`config.mk`:
```
export PLATFORM = sky130hd
export DESIGN_NAME = bellek_islem_denetleyici
export DESIGN_NICKNAME = d
export VERILOG_FILES = /design/src/rtl/bellek_islem_denetleyici.sv
export SDC_FILE = /design/constraint.sdc
export NUM_CORES = 1
export LEC_CHECK = 0
export CORE_UTILIZATION = 48
export CTS_CLUSTER_DIAMETER = 50
export CTS_CLUSTER_SIZE = 40
export DETAILED_ROUTE_END_ITERATION = 10
export PLACE_DENSITY = 0.92
export SLEW_MARGIN = 5
export SYNTH_ARGS = -nofsm -noshare
export SYNTH_HDL_FRONTEND = slang
export SYNTH_SLANG_ARGS = --single-unit
```
`constraint.sdc`:
```
create_clock -name clk_i -period 4.4 [get_ports clk_i]
set_input_delay 0.88 -clock clk_i [delete_from_list [all_inputs] [get_ports clk_i]]
set_output_delay 0.88 -clock clk_i [all_outputs]
set_load 0.01 [all_outputs]
```
`src/rtl/bellek_islem_denetleyici.sv`:
```
// Load/store sequencer between the memory stage and the L1 data cache port.
// Latches one micro-op, checks alignment, runs the L1 handshake and formats the result.
package bellek_islem_pkg;
   localparam int VERI_BIT    = 32;
   localparam int ADRES_BIT   = 32;
   localparam int PS_BIT      = 32;
   localparam int UOP_BEL_BIT = 4;

   localparam logic [UOP_BEL_BIT-1:0] UOP_BEL_NOP = 4'd0;
   localparam logic [UOP_BEL_BIT-1:0] UOP_BEL_LW  = 4'd1;
   localparam logic [UOP_BEL_BIT-1:0] UOP_BEL_LH  = 4'd2;
   localparam logic [UOP_BEL_BIT-1:0] UOP_BEL_LHU = 4'd3;
   localparam logic [UOP_BEL_BIT-1:0] UOP_BEL_LB  = 4'd4;
   localparam logic [UOP_BEL_BIT-1:0] UOP_BEL_LBU = 4'd5;
   localparam logic [UOP_BEL_BIT-1:0] UOP_BEL_SW  = 4'd6;
   localparam logic [UOP_BEL_BIT-1:0] UOP_BEL_SH  = 4'd7;
   localparam logic [UOP_BEL_BIT-1:0] UOP_BEL_SB  = 4'd8;
endpackage

module bellek_islem_denetleyici
   import bellek_islem_pkg::*;
(
   input  logic                   clk_i,
   input  logic                   rst_i,
   input  logic                   islem_gecerli_i,
   output logic                   islem_hazir_o,
   input  logic [UOP_BEL_BIT-1:0] uop_bel_i,
   input  logic [ADRES_BIT-1:0]   adres_i,
   input  logic [VERI_BIT-1:0]    yazilacak_veri_i,
   output logic                   sonuc_gecerli_o,
   output logic [VERI_BIT-1:0]    sonuc_veri_o,
   output logic                   hizasiz_o,
   output logic                   l1v_istek_gecerli_o,
   input  logic                   l1v_istek_hazir_i,
   output logic [PS_BIT-1:0]      l1v_istek_adres_o,
   output logic                   l1v_istek_yaz_o,
   output logic [VERI_BIT-1:0]    l1v_istek_veri_o,
   output logic [3:0]             l1v_istek_maske_o,
   input  logic [VERI_BIT-1:0]    l1v_veri_i,
   input  logic                   l1v_veri_gecerli_i,
   output logic                   l1v_veri_hazir_o
);

   typedef enum logic [1:0] {BOSTA, ISTEK, BEKLE, SONUC} durum_t;

   durum_t                 durum_reg, durum_next;
   logic [UOP_BEL_BIT-1:0] uop_reg, uop_next;
   logic [ADRES_BIT-1:0]   adres_reg, adres_next;
   logic [VERI_BIT-1:0]    veri_reg, veri_next;
   logic [VERI_BIT-1:0]    sonuc_veri_reg, sonuc_veri_next;
   logic                   hizasiz_reg, hizasiz_next;

   logic [VERI_BIT-1:0]    sb_veri, sh_veri, kaydirilmis, bicimli;
   logic                   yazma_mi;

   function automatic logic hizasiz_hesapla(input logic [UOP_BEL_BIT-1:0] uop,
                                            input logic [1:0] alt);
      case (uop)
         UOP_BEL_LW, UOP_BEL_SW:              return (alt != 2'b00);
         UOP_BEL_LH, UOP_BEL_LHU, UOP_BEL_SH: return alt[0];
         default:                             return 1'b0;
      endcase
   endfunction

   function automatic logic bellek_kodu_mu(input logic [UOP_BEL_BIT-1:0] uop);
      return (uop >= UOP_BEL_LW) && (uop <= UOP_BEL_SB);
   endfunction

   // Byte lanes replicate rs2 so the cache only has to honour the mask.
   genvar gi;
   generate
      for (gi = 0; gi < 4; gi++) begin : g_serit
         assign sb_veri[8*gi +: 8] = veri_reg[7:0];
         assign sh_veri[8*gi +: 8] = veri_reg[8*(gi % 2) +: 8];
      end
   endgenerate

   assign yazma_mi = (uop_reg == UOP_BEL_SW) || (uop_reg == UOP_BEL_SH) ||
                     (uop_reg == UOP_BEL_SB);

   // Request fields come only from latched registers, so they stay stable while stalled.
   always_comb begin
      l1v_istek_adres_o = {adres_reg[PS_BIT-1:2], 2'b00};
      l1v_istek_yaz_o   = yazma_mi;
      l1v_istek_maske_o = 4'b0000;
      l1v_istek_veri_o  = '0;
      case (uop_reg)
         UOP_BEL_SW: begin
            l1v_istek_maske_o = 4'b1111;
            l1v_istek_veri_o  = veri_reg;
         end
         UOP_BEL_SH: begin
            l1v_istek_maske_o = 4'b0011 << {adres_reg[1], 1'b0};
            l1v_istek_veri_o  = sh_veri;
         end
         UOP_BEL_SB: begin
            l1v_istek_maske_o = 4'b0001 << adres_reg[1:0];
            l1v_istek_veri_o  = sb_veri;
         end
         default: ;
      endcase
   end

   assign kaydirilmis = l1v_veri_i >> {adres_reg[1:0], 3'b000};

   always_comb begin
      bicimli = '0;
      case (uop_reg)
         UOP_BEL_LW:  bicimli = kaydirilmis;
         UOP_BEL_LH:  bicimli = {{16{kaydirilmis[15]}}, kaydirilmis[15:0]};
         UOP_BEL_LHU: bicimli = {16'h0000, kaydirilmis[15:0]};
         UOP_BEL_LB:  bicimli = {{24{kaydirilmis[7]}}, kaydirilmis[7:0]};
         UOP_BEL_LBU: bicimli = {24'h000000, kaydirilmis[7:0]};
         default:     bicimli = '0;
      endcase
   end

   always_comb begin
      durum_next          = durum_reg;
      uop_next            = uop_reg;
      adres_next          = adres_reg;
      veri_next           = veri_reg;
      sonuc_veri_next     = sonuc_veri_reg;
      hizasiz_next        = hizasiz_reg;
      islem_hazir_o       = 1'b0;
      l1v_istek_gecerli_o = 1'b0;
      l1v_veri_hazir_o    = 1'b0;
      sonuc_gecerli_o     = 1'b0;
      sonuc_veri_o        = '0;
      hizasiz_o           = 1'b0;
      case (durum_reg)
         BOSTA: begin
            islem_hazir_o = !rst_i;
            if (islem_gecerli_i) begin
               uop_next        = uop_bel_i;
               adres_next      = adres_i;
               veri_next       = yazilacak_veri_i;
               sonuc_veri_next = '0;
               hizasiz_next    = hizasiz_hesapla(uop_bel_i, adres_i[1:0]);
               if (hizasiz_hesapla(uop_bel_i, adres_i[1:0]) || !bellek_kodu_mu(uop_bel_i))
                  durum_next = SONUC;
               else
                  durum_next = ISTEK;
            end
         end
         ISTEK: begin
            l1v_istek_gecerli_o = 1'b1;
            if (l1v_istek_hazir_i)
               durum_next = yazma_mi ? SONUC : BEKLE;
         end
         BEKLE: begin
            l1v_veri_hazir_o = 1'b1;
            if (l1v_veri_gecerli_i) begin
               sonuc_veri_next = bicimli;
               durum_next      = SONUC;
            end
         end
         SONUC: begin
            sonuc_gecerli_o = 1'b1;
            sonuc_veri_o    = sonuc_veri_reg;
            hizasiz_o       = hizasiz_reg;
            durum_next      = BOSTA;
         end
         default: durum_next = BOSTA;
      endcase
   end

   always_ff @(posedge clk_i) begin
      if (rst_i) begin
         durum_reg      <= BOSTA;
         uop_reg        <= '0;
         adres_reg      <= '0;
         veri_reg       <= '0;
         sonuc_veri_reg <= '0;
         hizasiz_reg    <= 1'b0;
      end else begin
         durum_reg      <= durum_next;
         uop_reg        <= uop_next;
         adres_reg      <= adres_next;
         veri_reg       <= veri_next;
         sonuc_veri_reg <= sonuc_veri_next;
         hizasiz_reg    <= hizasiz_next;
      end
   end

endmodule

```
==> out/qor.yml, run 1 <==
status: "finished, final reports clean"
antenna_left: 0
final.setup.tns_ps: 0
viasPerCell: 5.57
slew_viol_final: 0
yosys.area_share.simple_pct: 23.9
powerDensity_nw_per_um2: 405
h-tree-depth: 3
synth_top_family_by_area: "simple AND/OR/NAND/NOR gates"
p_leak_nw: 2.70
syn_inst: 687
layout_common_cells: "207 x clkdlybuf4s50_1, 177 x nand2_1, 103 x dfxtp_1, 86 x a21oi_1, 41 x and2_1"
num_vias: 5416
pin_count: 211
path_max_fanout: 19
syn_avg_cell_area_um2: 7.94
cts_resized: 0
die_w_um: 109
drc_errors: 0
instances_no_fill: 973
placed_area_um2: 7320
wl_mm: 16.0
worstMarginPinSlew_ps: 998
synth.ff_latch_count: 103
clk_latency_ps: 340
cts_sinks: 103
fmax_ghz: 0.271
num_rows: 38
die_h_um: 109
worst_ep_arrival_time_ps: 2810
die-area_um2: 11800
area_growth_pct: 39.8
synth_compound_area_share_pct: 20.1
placed_cells: 957
nets: 938
cts_tree: "built"
setup_viol: 0
synth.area.mux_share_pct: 7.80
rsz0062_at_grt: "no"
nFillCells: 864
cap_violations: 0
end_kind: "primary output"
grt_overflow_total: 0
clockBufferDepth: 2
hold_violations: 0
fin_crit_ps: 3690
ir_worst_vdd_mv: 0.359
seq_area_frac_synth_pct: 37.8
synth_cell_types: 51
antenna_found_initial: 0
io_buffer_count: 208
dpl.hpwl_mm: 11.3
fin_crit_sh_pct: 84.0
slew_headroom_pct: 33.5
multi_input_area_um2: 2920
ys_warn_count: 0
grt_pass1_vias: 4922
dr.first_iter.drc_count: 423
cts_setup_buffers: 0
num_antenna_cells: 0
fin_area_um2: 7620
clkTransAtPathRegs_ps: 60
cts_hold_buf: 0
clock_skew_ps: 7.21
synth_xor_area_share_pct: 0.161
mostFrequentLayoutCell: "clkdlybuf4s50_1"
post_synth_fa_ha_maj_area_fraction_pct: 1.15
initial_core_util_pct: 49.9
core_area_um2: 10900
grt_pass1_wl_mm: 24.6
critPathSlowestCell: "dfxtp_1"
drive_gt1_share_pct: 5.64
start_kind: "flop"
cp_data_required_time_ps: 3520
cts_root_buf: "clkbuf_16"
netlist_area_um2: 5450
path_class: "reg2out"
cts_buffers: 9
grt_start_max_net_pins: 57
wl_per_cell_um: 16.4
register_area_um2: 2060
hold_slack_ps: 453
cpPeakStageDelay_ps: 810
first_pass_iters: 5
gp_congestion: 0.852
worstPathCellList: "and3b_1 > a21o_1 > a22o_1 > clkdlybuf4s50_1"
hold_class: "reg2reg"
grt.total_usage_pct: 26.6
[report_power, final]
| part | total [mW] | switching [mW] | internal, mW |
|---|---|---|---|
| combinational | 1.13 | 0.682 | 0.452 |
| sequential | 1.14 | 0.0940 | 1.05 |
| clock | 0.809 | 0.351 | 0.457 |
[cell usage after synthesis, drive strengths merged]
library cell	n	share of area (%)
a221oi	16	3.7
or2	1	0.11
or3b	1	0.16
dfxtp	103	38
a21o	3	0.41
a2111oi	1	0.16
o22ai	2	0.23
nor2	15	1.0
or4b	2	0.37
nor3	11	1.2
o2bb2ai	7	1.1
inv	3	0.21
clkbuf	43	3.0
a311o	1	0.18
nand2	179	12
o21bai	1	0.14
o31ai	3	0.50
buf	46	5.8
a22o	8	1.3
a32oi	8	1.3
conb	1	0.069
mux4	1	0.41
nand3	1	0.092
nor3b	2	0.28
a21oi	86	7.9
nand2b	4	0.46
xor2	1	0.16
o211ai	1	0.14
and3	1	0.11
nor4bb	1	0.18
a311oi	1	0.16
and3b	4	0.64
mux2i	38	7.0
a211oi	1	0.14
nor2b	3	0.34
a22oi	8	1.1
and4b	1	0.18
o21ai	18	1.7
ha	5	1.1
nor4b	1	0.16
and2	42	4.8
mux2	2	0.41
nand3b	10	1.4
[stage by stage]
stage               worst slack [ps]  total power [mW]  utilization, %
floorplan                       2020              1.92               -
global placement                1210              2.26            66.9
detailed placement              1150              2.28            66.9
CTS                              767              3.09            69.7
global route                     589              3.25            69.7
finish                           706              3.09            69.7
[worst max-delay path: cells and delay by family (launching register included)]
kind	cells	cell delay (ps)
AO/OA/AOI/OAI	2	510
buffers and inverters	1	560
flip-flops	1	810
AND/OR/NAND/NOR	1	590
[worst paths after layout]
check	start	end	slack [ps]	depth (start not counted)
max reg2reg	uop_reg[1]	sonuc_veri_reg[23]	1860	4
min reg2reg	adres_reg[29]	adres_reg[29]	450	2
max	uop_reg[1]	l1v_istek_veri_o[22]	710	4
min	adres_reg[29]	adres_reg[29]	450	2
[layout make-up]
type | instances | area share (%)
Clock buffer | 11 | 3.19
Sequential cell | 103 | 27.1
Inverter | 3 | 0.148
Clock inverter | 5 | 0.755
Multi-Input combinational cell | 493 | 38.3
Tap cell | 140 | 2.30
Timing Repair Buffer | 218 | 28.3
[routing by layer]
| layer | global-route usage (%) | vias up | share of wire, % |
|---|---|---|---|
| met3 | 8.14 | 33 | 8.9 |
| li1 | - | 2615 | - |
| met1 | 32.8 | 2508 | 42 |
| met4 | 8.49 | 0 | 2.2 |
| met2 | 44.1 | 260 | 47 |
| met5 | 0 | - | 0 |
[cell families (layout without fill, tap and decap cells)]
family	Yosys count	count (layout)
AO/OA/AOI/OAI	165	165
XOR/XNOR	1	1
adder cells (fa/ha/maj)	5	5
buffers and inverters	92	237
flip-flops	103	103
multiplexers	41	41
other	1	2
AND/OR/NAND/NOR	279	279
(Power assumes the default switching activity.)
==> inputs of run 2 (changes only) <==
- CORE_UTILIZATION: 48 -> 44
- PLACE_DENSITY: 0.92 -> 0.85
- clock period: 4.4 -> 3.4 ns (I/O delays scaled with it)
==> out/qor.yml, run 2 (synthesis results as in run 1) <==
antenna_found_initial: 0  # unchanged
core_area_um2: 12100  # was 10900 µm²
hold_violations: 0  # unchanged
fmax_ghz: 0.330
final.setup.tns_ps: 0  # unchanged
cts_setup_buffers: 0  # unchanged
die-area_um2: 12800  # was 11800 µm²
dpl.hpwl_mm: 11.7  # was 11.3 mm
cts_root_buf: "clkbuf_16"  # unchanged
io_buffer_count: 208  # unchanged
antenna_left: 0  # unchanged
cts_resized: 0  # unchanged
status: "finished, final reports clean"  # unchanged
clockBufferDepth: 2  # unchanged
area_growth_pct: 40.7  # was 39.8%
grt_pass1_vias: 4957  # was 4922
worstMarginPinSlew_ps: 930  # was 998 ps
end_kind: "primary output"  # unchanged
grt_overflow_total: 0  # unchanged
grt.total_usage_pct: 25.2  # was 26.6%
die_h_um: 113  # was 109 µm
first_pass_iters: 5  # unchanged
wl_mm: 16.1  # was 16.0 mm
num_antenna_cells: 0  # unchanged
clkTransAtPathRegs_ps: 60  # about the same
path_class: "reg2out"  # unchanged
initial_core_util_pct: 45.2  # was 49.9%
path_max_fanout: 19  # unchanged
nets: 942  # was 938
die_w_um: 113  # was 109 µm
clk_latency_ps: 350  # was 340 ps
setup_viol: 0  # unchanged
worst_ep_arrival_time_ps: 2350  # was 2810 ps
clock_skew_ps: 9.05  # was 7.21 ps
cts_buffers: 9  # unchanged
powerDensity_nw_per_um2: 515  # was 405 nW/µm²
dr.first_iter.drc_count: 403  # was 423
grt_start_max_net_pins: 58  # was 57
mostFrequentLayoutCell: "clkdlybuf4s50_1"  # unchanged
drive_gt1_share_pct: 6.10  # was 5.64%
num_rows: 40  # was 38
h-tree-depth: 3  # unchanged
pin_count: 211  # unchanged
slew_viol_final: 0  # unchanged
post-route-util_pct: 63.6  # was 69.7%
cts_sinks: 103  # unchanged
grt_pass1_wl_mm: 25.6  # was 24.6 mm
layout_common_cells: "207 x clkdlybuf4s50_1, 177 x nand2_1, 102 x dfxtp_1, 86 x a21oi_1, 41 x and2_1"  # was 207 x clkdlybuf4s50_1, 177 x nand2_1, 103 x dfxtp_1, 86 x a21oi_1, 41 x and2_1
cap_violations: 0  # unchanged
fin_crit_sh_pct: 89.0
ir_worst_vdd_mv: 0.466  # was 0.359 mV
drc_errors: 0  # unchanged
viasPerCell: 5.30  # was 5.57
fin_crit_ps: 3030
wl_per_cell_um: 16.1  # was 16.4 µm
cp_data_required_time_ps: 2720  # was 3520 ps
cts_tree: "built"  # unchanged
hold_slack_ps: 453  # about the same
cts_hold_buf: 0  # unchanged
slew_headroom_pct: 37.5  # was 33.5%
hold_class: "reg2reg"  # unchanged
rsz0062_at_grt: "no"  # unchanged
start_kind: "flop"  # unchanged
p_leak_nw: 2.72  # was 2.70 nW
num_vias: 5324  # was 5416
gp_congestion: 0.883  # was 0.852
run 2: area by class of cell:
class,instances,area [µm²]
Tap cell,168,210
Clock inverter,3,18.8
Multi-Input combinational cell,493,2920
Sequential cell,103,2060
Inverter,3,11.3
Clock buffer,12,256
Timing Repair Buffer,222,2200
Fill cell,1041,4390
run 2: routing by layer:
metal  vias up  share of wire [%]  track usage (%)
met3        29                8.8             8.84
met1      2440                 43             31.7
met5         -                  0                0
met4         0                2.4             8.86
met2       241                 46             40.0
li1       2614                  -                -
run 2: stage by stage:
step | setup WS [ps] | cells | power [mW] | area [µm²]
final | 374 | 1004 | 3.95 | 7670
after global routing | 140 | 1004 | 4.18 | 7670
after CTS | 109 | 1004 | 3.98 | 7670
after detailed placement | 440 | 989 | 3.00 | 7400
after global placement | 550 | 989 | 2.96 | 7400
after floorplan | 1220 | 688 | 2.49 | 5460
run 2: power by group:
group | leakage (nW) | internal [mW] | total (mW) | switching [mW]
clock | 0.138 | 0.532 | 0.980 | 0.449
combinational | 1.74 | 0.607 | 1.49 | 0.879
sequential | 0.840 | 1.36 | 1.49 | 0.127
run 2: worst max-delay path, cell delays in order (launching register included):
cell and delay [ps]:
dfxtp_2 560, nand3b_1 170, nor2_1 470, a22o_1 260, clkdlybuf4s50_1 530
run 2: final timing paths:
kind | start | to | slack (ps) | depth (start not counted)
min | adres_reg[27] | adres_reg[27] | 450 | 2
min reg2reg | adres_reg[27] | adres_reg[27] | 450 | 2
max | uop_reg[1] | l1v_istek_veri_o[22] | 370 | 4
max reg2reg | adres_reg[1] | sonuc_veri_reg[24] | 910 | 4
